<file path="config.mk">
export PLATFORM = sky130hd
export DESIGN_NAME = round_key_feeder_flat
export DESIGN_NICKNAME = d
export VERILOG_FILES = /design/src/rtl/arka_pkg.sv /design/src/rtl/round_key_feeder_if.sv /design/src/rtl/round_key_feeder.sv /design/src/flat_wrapper.sv
export SDC_FILE = /design/constraint.sdc
export NUM_CORES = 1
export LEC_CHECK = 0
export ABC_AREA = 1
export CORE_UTILIZATION = 45
export DETAILED_ROUTE_END_ITERATION = 6
export PLACE_DENSITY = 0.73
export SLEW_MARGIN = 20
export SYNTH_ARGS = -nofsm -noshare
export SYNTH_HDL_FRONTEND = slang
export SYNTH_SLANG_ARGS = --single-unit
</file>
<file path="constraint.sdc">
create_clock -name clk -period 1.98 [get_ports clk]
set_clock_uncertainty 0.15 [all_clocks]
set_input_delay 0.297 -clock clk [delete_from_list [all_inputs] [get_ports clk]]
set_output_delay 0.297 -clock clk [all_outputs]
set_load 0.005 [all_outputs]
</file>
<file path="src/rtl/arka_pkg.sv">
// arka_pkg: shared widths, FSM state type and key-slot selector for the round key feeder.
package arka_pkg;

    localparam int RK_W     = 32;
    localparam int NUM_RK   = 8;
    localparam int KEYSET_W = RK_W * NUM_RK;

    typedef enum logic {
        IDLE  = 1'b0,
        SERVE = 1'b1
    } state_e;

    // Slot 0 lives in the most significant word of the key set.
    function automatic logic [RK_W-1:0] key_at(logic [KEYSET_W-1:0] ks, logic [2:0] k);
        return ks[KEYSET_W-1-RK_W*int'(k) -: RK_W];
    endfunction

endpackage

</file>
<file path="src/rtl/round_key_feeder_if.sv">
// round_key_feeder_if: key load, control and round-key handshake bundle.
// dec_i exists only when KEY_REVERSE_EN is defined.
interface round_key_feeder_if;
    import arka_pkg::*;

    logic [KEYSET_W-1:0] keys_i;
    logic                load_i;
`ifdef KEY_REVERSE_EN
    logic                dec_i;
`endif
    logic                flush_i;
    logic                rk_ready_i;
    logic                rk_valid_o;
    logic [RK_W-1:0]     rk_o;
    logic [2:0]          rk_idx_o;
    logic                last_o;
    logic                busy_o;

    modport master (
        output keys_i, load_i,
`ifdef KEY_REVERSE_EN
        output dec_i,
`endif
        output flush_i, rk_ready_i,
        input  rk_valid_o, rk_o, rk_idx_o, last_o, busy_o
    );

    modport slave (
        input  keys_i, load_i,
`ifdef KEY_REVERSE_EN
        input  dec_i,
`endif
        input  flush_i, rk_ready_i,
        output rk_valid_o, rk_o, rk_idx_o, last_o, busy_o
    );

endinterface

</file>
<file path="src/rtl/round_key_feeder.sv">
// round_key_feeder: serves ROUNDS round keys from an 8-key store over a valid/ready handshake.
// Optional KEY_REVERSE_EN latches dec_i at load and walks the store backwards.
module round_key_feeder
    import arka_pkg::*;
#(
    parameter int ROUNDS = 32
) (
    input logic              clk,
    input logic              rst_n,
    round_key_feeder_if.slave bus
);

    state_e              state_q, state_d;
    logic [7:0]          r_q, r_d;
    logic [KEYSET_W-1:0] store_q, store_d;
    logic [2:0]          k;
    logic                valid, last, hs;
`ifdef KEY_REVERSE_EN
    logic                dec_q, dec_d;
`endif

    always_ff @(posedge clk or negedge rst_n) begin
        if (!rst_n) begin
            state_q <= IDLE;
            r_q     <= '0;
            store_q <= '0;
`ifdef KEY_REVERSE_EN
            dec_q   <= 1'b0;
`endif
        end else begin
            state_q <= state_d;
            r_q     <= r_d;
            store_q <= store_d;
`ifdef KEY_REVERSE_EN
            dec_q   <= dec_d;
`endif
        end
    end

    always_comb begin
        valid = state_q == SERVE;
`ifdef KEY_REVERSE_EN
        k     = dec_q ? 3'd7 - r_q[2:0] : r_q[2:0];
`else
        k     = r_q[2:0];
`endif
        last  = valid && r_q == 8'(ROUNDS - 1);
        hs    = valid && bus.rk_ready_i;
    end

    // Flush dominates both a fresh load and an in-flight handshake.
    always_comb begin
        state_d = state_q;
        r_d     = r_q;
        store_d = store_q;
`ifdef KEY_REVERSE_EN
        dec_d   = dec_q;
`endif
        if (bus.flush_i) begin
            state_d = IDLE;
            r_d     = '0;
            store_d = '0;
`ifdef KEY_REVERSE_EN
            dec_d   = 1'b0;
`endif
        end else if (state_q == IDLE && bus.load_i) begin
            state_d = SERVE;
            r_d     = '0;
            store_d = bus.keys_i;
`ifdef KEY_REVERSE_EN
            dec_d   = bus.dec_i;
`endif
        end else if (hs) begin
            state_d = last ? IDLE : SERVE;
            r_d     = last ? 8'd0 : r_q + 8'd1;
        end
    end

    always_comb begin
        bus.rk_valid_o = valid;
        bus.busy_o     = valid;
        bus.last_o     = last;
        bus.rk_o       = valid ? key_at(store_q, k) : '0;
        bus.rk_idx_o   = valid ? k : 3'd0;
    end

endmodule

</file>
<file path="src/flat_wrapper.sv">
// flat-port wrapper written by rule: the top's interface ports become plain ports
module round_key_feeder_flat import arka_pkg::*;
#(
    parameter int ROUNDS = 32
)
  (clk, rst_n, bus_keys_i, bus_load_i, bus_flush_i, bus_rk_ready_i, bus_rk_valid_o, bus_rk_o, bus_rk_idx_o, bus_last_o, bus_busy_o);
  round_key_feeder_if bus_i ();
  input logic clk;
  input logic rst_n;
  input wire logic [$bits(bus_i.keys_i)-1:0] bus_keys_i;
  input wire logic [$bits(bus_i.load_i)-1:0] bus_load_i;
  input wire logic [$bits(bus_i.flush_i)-1:0] bus_flush_i;
  input wire logic [$bits(bus_i.rk_ready_i)-1:0] bus_rk_ready_i;
  output wire logic [$bits(bus_i.rk_valid_o)-1:0] bus_rk_valid_o;
  output wire logic [$bits(bus_i.rk_o)-1:0] bus_rk_o;
  output wire logic [$bits(bus_i.rk_idx_o)-1:0] bus_rk_idx_o;
  output wire logic [$bits(bus_i.last_o)-1:0] bus_last_o;
  output wire logic [$bits(bus_i.busy_o)-1:0] bus_busy_o;
  assign bus_i.keys_i = bus_keys_i;
  assign bus_i.load_i = bus_load_i;
  assign bus_i.flush_i = bus_flush_i;
  assign bus_i.rk_ready_i = bus_rk_ready_i;
  assign bus_rk_valid_o = bus_i.rk_valid_o;
  assign bus_rk_o = bus_i.rk_o;
  assign bus_rk_idx_o = bus_i.rk_idx_o;
  assign bus_last_o = bus_i.last_o;
  assign bus_busy_o = bus_i.busy_o;
  round_key_feeder #(.ROUNDS(ROUNDS)) u_core (.clk(clk), .rst_n(rst_n), .bus(bus_i));
endmodule
</file>
# Word level (Yosys, flattened, before mapping)
# Cells that the tools add are included.
# op_classes
eq_ne,1
addsub,2
n_bitwise,1
mux,12
shift,1
n_reduce_logical,5
# ops
cell,count
2-to-1 mux 256 bit,2
variable part select 287 x 32 -> 32 bit,1
2-to-1 mux 32 bit,1
2-to-1 mux 8 bit,4
"subtractor 8 x 8 -> 9 bit, first input constant",1
"adder 8 x 1 -> 8 bit, second input constant",1
"equality test 8 x 5 -> 1 bit, second input constant",1
2-to-1 mux 1 bit,4
logical AND 1 bit,3
2-to-1 mux 3 bit,1
nonzero test 3 bit,1
nonzero test 2 bit,1
NOT 1 bit,1
# totals
reg_bits,265
wordCells,25
out_inout_bits,38

# Depth between registers and ports, before layout
# depth
depth_word,6
mapped_depth,9
ltp_nobuf,7

# Worst setup path after synthesis
# Ideal clock, no wire load.
# synth_path
path_kind,register -> output
start,register u_core.r_q[0]
end,output bus_rk_o[10]
stages_incl_launch_ff,9
required_ps,1533
setup_slack_ps,334
arrival_time_ps,1199
cell_sequence,dfrtp_1 > inv_2 > buf_6 > clkbuf_1 > a21oi_1 > o21ai_0 > nand2_1 > nand2_1 > nand2_1
# synth_via
elab_chain_cells,3
# synth_rtl
item,line_no,rtl
from (decl),round_key_feeder.sv:14,"logic [7:0] r_q, r_d;"
from (signal assigned),round_key_feeder.sv:32,r_q <= r_d;
subtractor 8 x 8 -> 9 bit,arka_pkg.sv:15,return ks[KEYSET_W-1-RK_W*int'(k) -: RK_W];
variable part select 287 x 32 -> 32 bit,arka_pkg.sv:15,
2-to-1 mux 32 bit,round_key_feeder.sv:83,"bus.rk_o = valid ? key_at(store_q, k) : '0;"
to (decl),flat_wrapper.sv:15,output wire logic [$bits(bus_i.rk_o)-1:0] bus_rk_o;
# No other way between the ends.

# Final worst setup path
# layout_path
start,register u_core.r_q[0]
end,output bus_rk_o[16]
# The elaborated chain is that of the path after synthesis.

==> out/metrics.csv <==
stage,metric,value,unit
status,status,"finished, violations left",
status,violations,negative setup slack,
die,initial_core_util,0.4597,
global_route,antenna_found_initial,2,
placement,dp_hpwl,30.62,mm
sta,slew_headroom,0.7197,
sta,slew_violations,0,
sta,fin_crit_sh,1.304,
die,coreArea,0.02786,mm2
yosys,synth_top_family_by_area,simple AND/OR/NAND/NOR gates,
power,peakVddDrop,0.4971,mV
routing,num_vias,13010,
die,die_h,170.7,um
global_route,grt-ovfl-total,0,
global_route,grt_max_degree,56,
routing,wl_per_cell,19.64,um
worst_setup_path,start_kind,flop,
power,leakagePower,0.008776,uW
worst_setup_path,cp.arrival,2.14,ns
yosys,synth_top_area_cell,dfrtp_1,
cts,cts_tree,built,
worst_setup_path,critical_path_class,reg -> out,
routing,post-route-drc-count,0,
cells_and_area,finish.utilization,0.6665,
die,die_x,170.7,um
cells_and_area,final_cell_area,0.01857,mm2
yosys,synth.area.top_cells,"dfrtp_1, nand2_1, nand3_1, o21ai_0, a21oi_1",
yosys,yosys.area_share.adder,0.0009769,
cts,clockBufferDepth,3,
die,io_pins,299,
cts,cts_root_buf,clkbuf_16,
yosys,synth_nets,1920,
sta,fin_crit,2.582,ns
cts,clk_pin_slew_worst_paths,0.06,ns
cells_and_area,final_common_cell,nand2_1,
sta,fmax,387.3,MHz
worst_setup_path,endpoint_kind,output port,
yosys,avgSynthCellArea,7.725,um2
routing,drt-pass1-iter-count,7,
routing,drt-total-wl,46.40,mm
yosys,yosys.area_share.simple,0.2365,
placement,gp_congestion,0.9350,
yosys,yosysWarnings,0,
routing,drt_iter0_markers,1427,
placement,pre_cts_ws,-0.3748,ns
cells_and_area,fin_nets,2225,
cells_and_area,drive_above_1_share,0.1509,
routing,drt-vias-per-instance,5.510,
yosys,synth_top_area_share,0.5178,
flow_run,drv_cap,0,
sta,hold_viol,0,
worst_setup_path,r2r_slack,0.14,ns
cts,clk_latency,0.54,ns
cells_and_area,final_cell_mix,"nand2_1, nand3_1, dfrtp_1",
sta,worst_pin_slew,0.4205,ns
die,dieArea,0.02914,mm2
yosys,synth_cell_type_count,18,
placement,io_buffers,298,
min_path,holdCritPathClass,in -> async,
yosys,synthCells,1658,
global_route,grt_pass1_wl,66.50,mm
worst_setup_path,critical_path_required,1.53,ns
sta,setup_slack,-0.6023,ns
yosys,synthMuxAreaShare,0,
placement,place_area,0.01665,mm2
global_route,grt_pass1_vias,12040,
yosys,ys_seq_area_frac,0.5178,
worst_setup_path,critPathMaxFanout,13,
yosys,synth_compound_gate_area_share,0.1547,
yosys,syn_area,0.01281,mm2
yosys,yosys.area_share.xor_xnor,0,
yosys,ys_ff_latch,265,
die,rows,61,
power,power_density,730.2,mW/mm2
routing,ant_nets,0,
cells_and_area,syn_to_final_growth,44.97,%
cts,clock-sinks,265,
sta,rsz0062_at_grt,yes,
sta,finalSetupViolations,34,
global_route,track_usage,0.2968,
cts,cts_max_level,1,
cts,cts_buffers,27,
metrics by stage:
step | hold WS [ns] | setup TNS (ns) | total power (uW) | instances
finish | 0.1280 | -17.05 | 13560 | 2362
CTS | 0.1237 | -24.10 | 13300 | 2330
global route | 0.1602 | -18.91 | 14040 | 2362
global placement | 0.08756 | -7.495 | 8270 | 2273
floorplan | -0.1486 | 0 | 6963 | 1658
detailed placement | 0.09126 | -7.804 | 8304 | 2273
cells by family (layout without fill, tap and decap cells):
group | count (synthesis) | count (layout)
AND/OR/NAND/NOR | 716 | 716
AO/OA/AOI/OAI | 396 | 396
buffers and inverters | 280 | 604
flip-flops | 265 | 265
adder cells (fa/ha/maj) | 1 | 1
other | 0 | 2
timing repair:
| item | 4_1_cts | 5_1_grt |
|---|---|---|
| hold buffers | 1 | 0 |
| resized for setup | 47 | 269 |
| endpoints found under the hold margin | 265 | 0 |
| setup buffers | 5 | 15 |
| gates cloned | 3 | 16 |
| endpoints found under the setup margin | 38 | 36 |
| pin swaps | 4 | 45 |
sequential cells by signal, indices dropped and copies added, names as in the netlist:
signal / cells
u_core.store_q: 256
u_core.r_q: 8
u_core.bus.busy_o: 1
per-layer routing:
metal / routed length [um] / GRT usage / part of all wire / up-vias
met5: 0 / 0 / 0 / -
met4: 966 / 0.07991 / 0.021 / 0
met3: 4320 / 0.04187 / 0.093 / 64
met2: 21230 / 0.4591 / 0.46 / 700
met1: 19880 / 0.4354 / 0.43 / 6222
li1: - / - / - / 6028
report_power, final:
group / internal, uW / switching, uW
clock network: 2890 / 2150
logic: 1180 / 1430
registers: 5760 / 161
total: 9820 / 3730
cell usage after synthesis:
library cell    n
nor2_1          5
ha_1            1
inv_1         143
buf_6           3
nand4_1         1
clkbuf_1       45
nand2_2         2
nand2_1       442
nor2_2          1
nand3_1       265
buf_2          57
o21ai_0       247
dfrtp_1       265
inv_2           4
o21ai_1        15
buf_1          26
a21oi_1       134
buf_4           2
final cells by class:
type,count,area [um2]
timing repair buffer,408,4521
timing repair inverter,1,16.27
clock buffer,40,794.5
fill,2244,9291
tap,378,473.0
multi-input combinational,1113,5469
antenna,2,5.005
inverter,147,584.3
sequential,265,6636
clock inverter,8,67.56
critical path: stages, from the launching register on:
cell and delay, ns:
dfrtp_4 0.51, buf_8 0.16, clkinv_8 0.08, buf_12 0.15
a21oi_1 0.07, o21ai_1 0.14, nand2_1 0.13, nand2_2 0.14
nand2_2 0.06, dlymetal6s2s_1 0.15
worst paths after layout:
kind | from | cells past startpoint | endpoint
max | u_core.r_q[0] | 9 | bus_rk_o[16]
max in group asynchronous | rst_n | 3 | u_core.store_q[187]
max reg2reg | u_core.r_q[0] | 9 | u_core.r_q[0]
min reg2reg | u_core.store_q[125] | 2 | u_core.store_q[125]
min in group clk | bus_keys_i[114] | 3 | u_core.store_q[114]
min | rst_n | 2 | u_core.store_q[201]
Power figures use the tool's default switching activity.
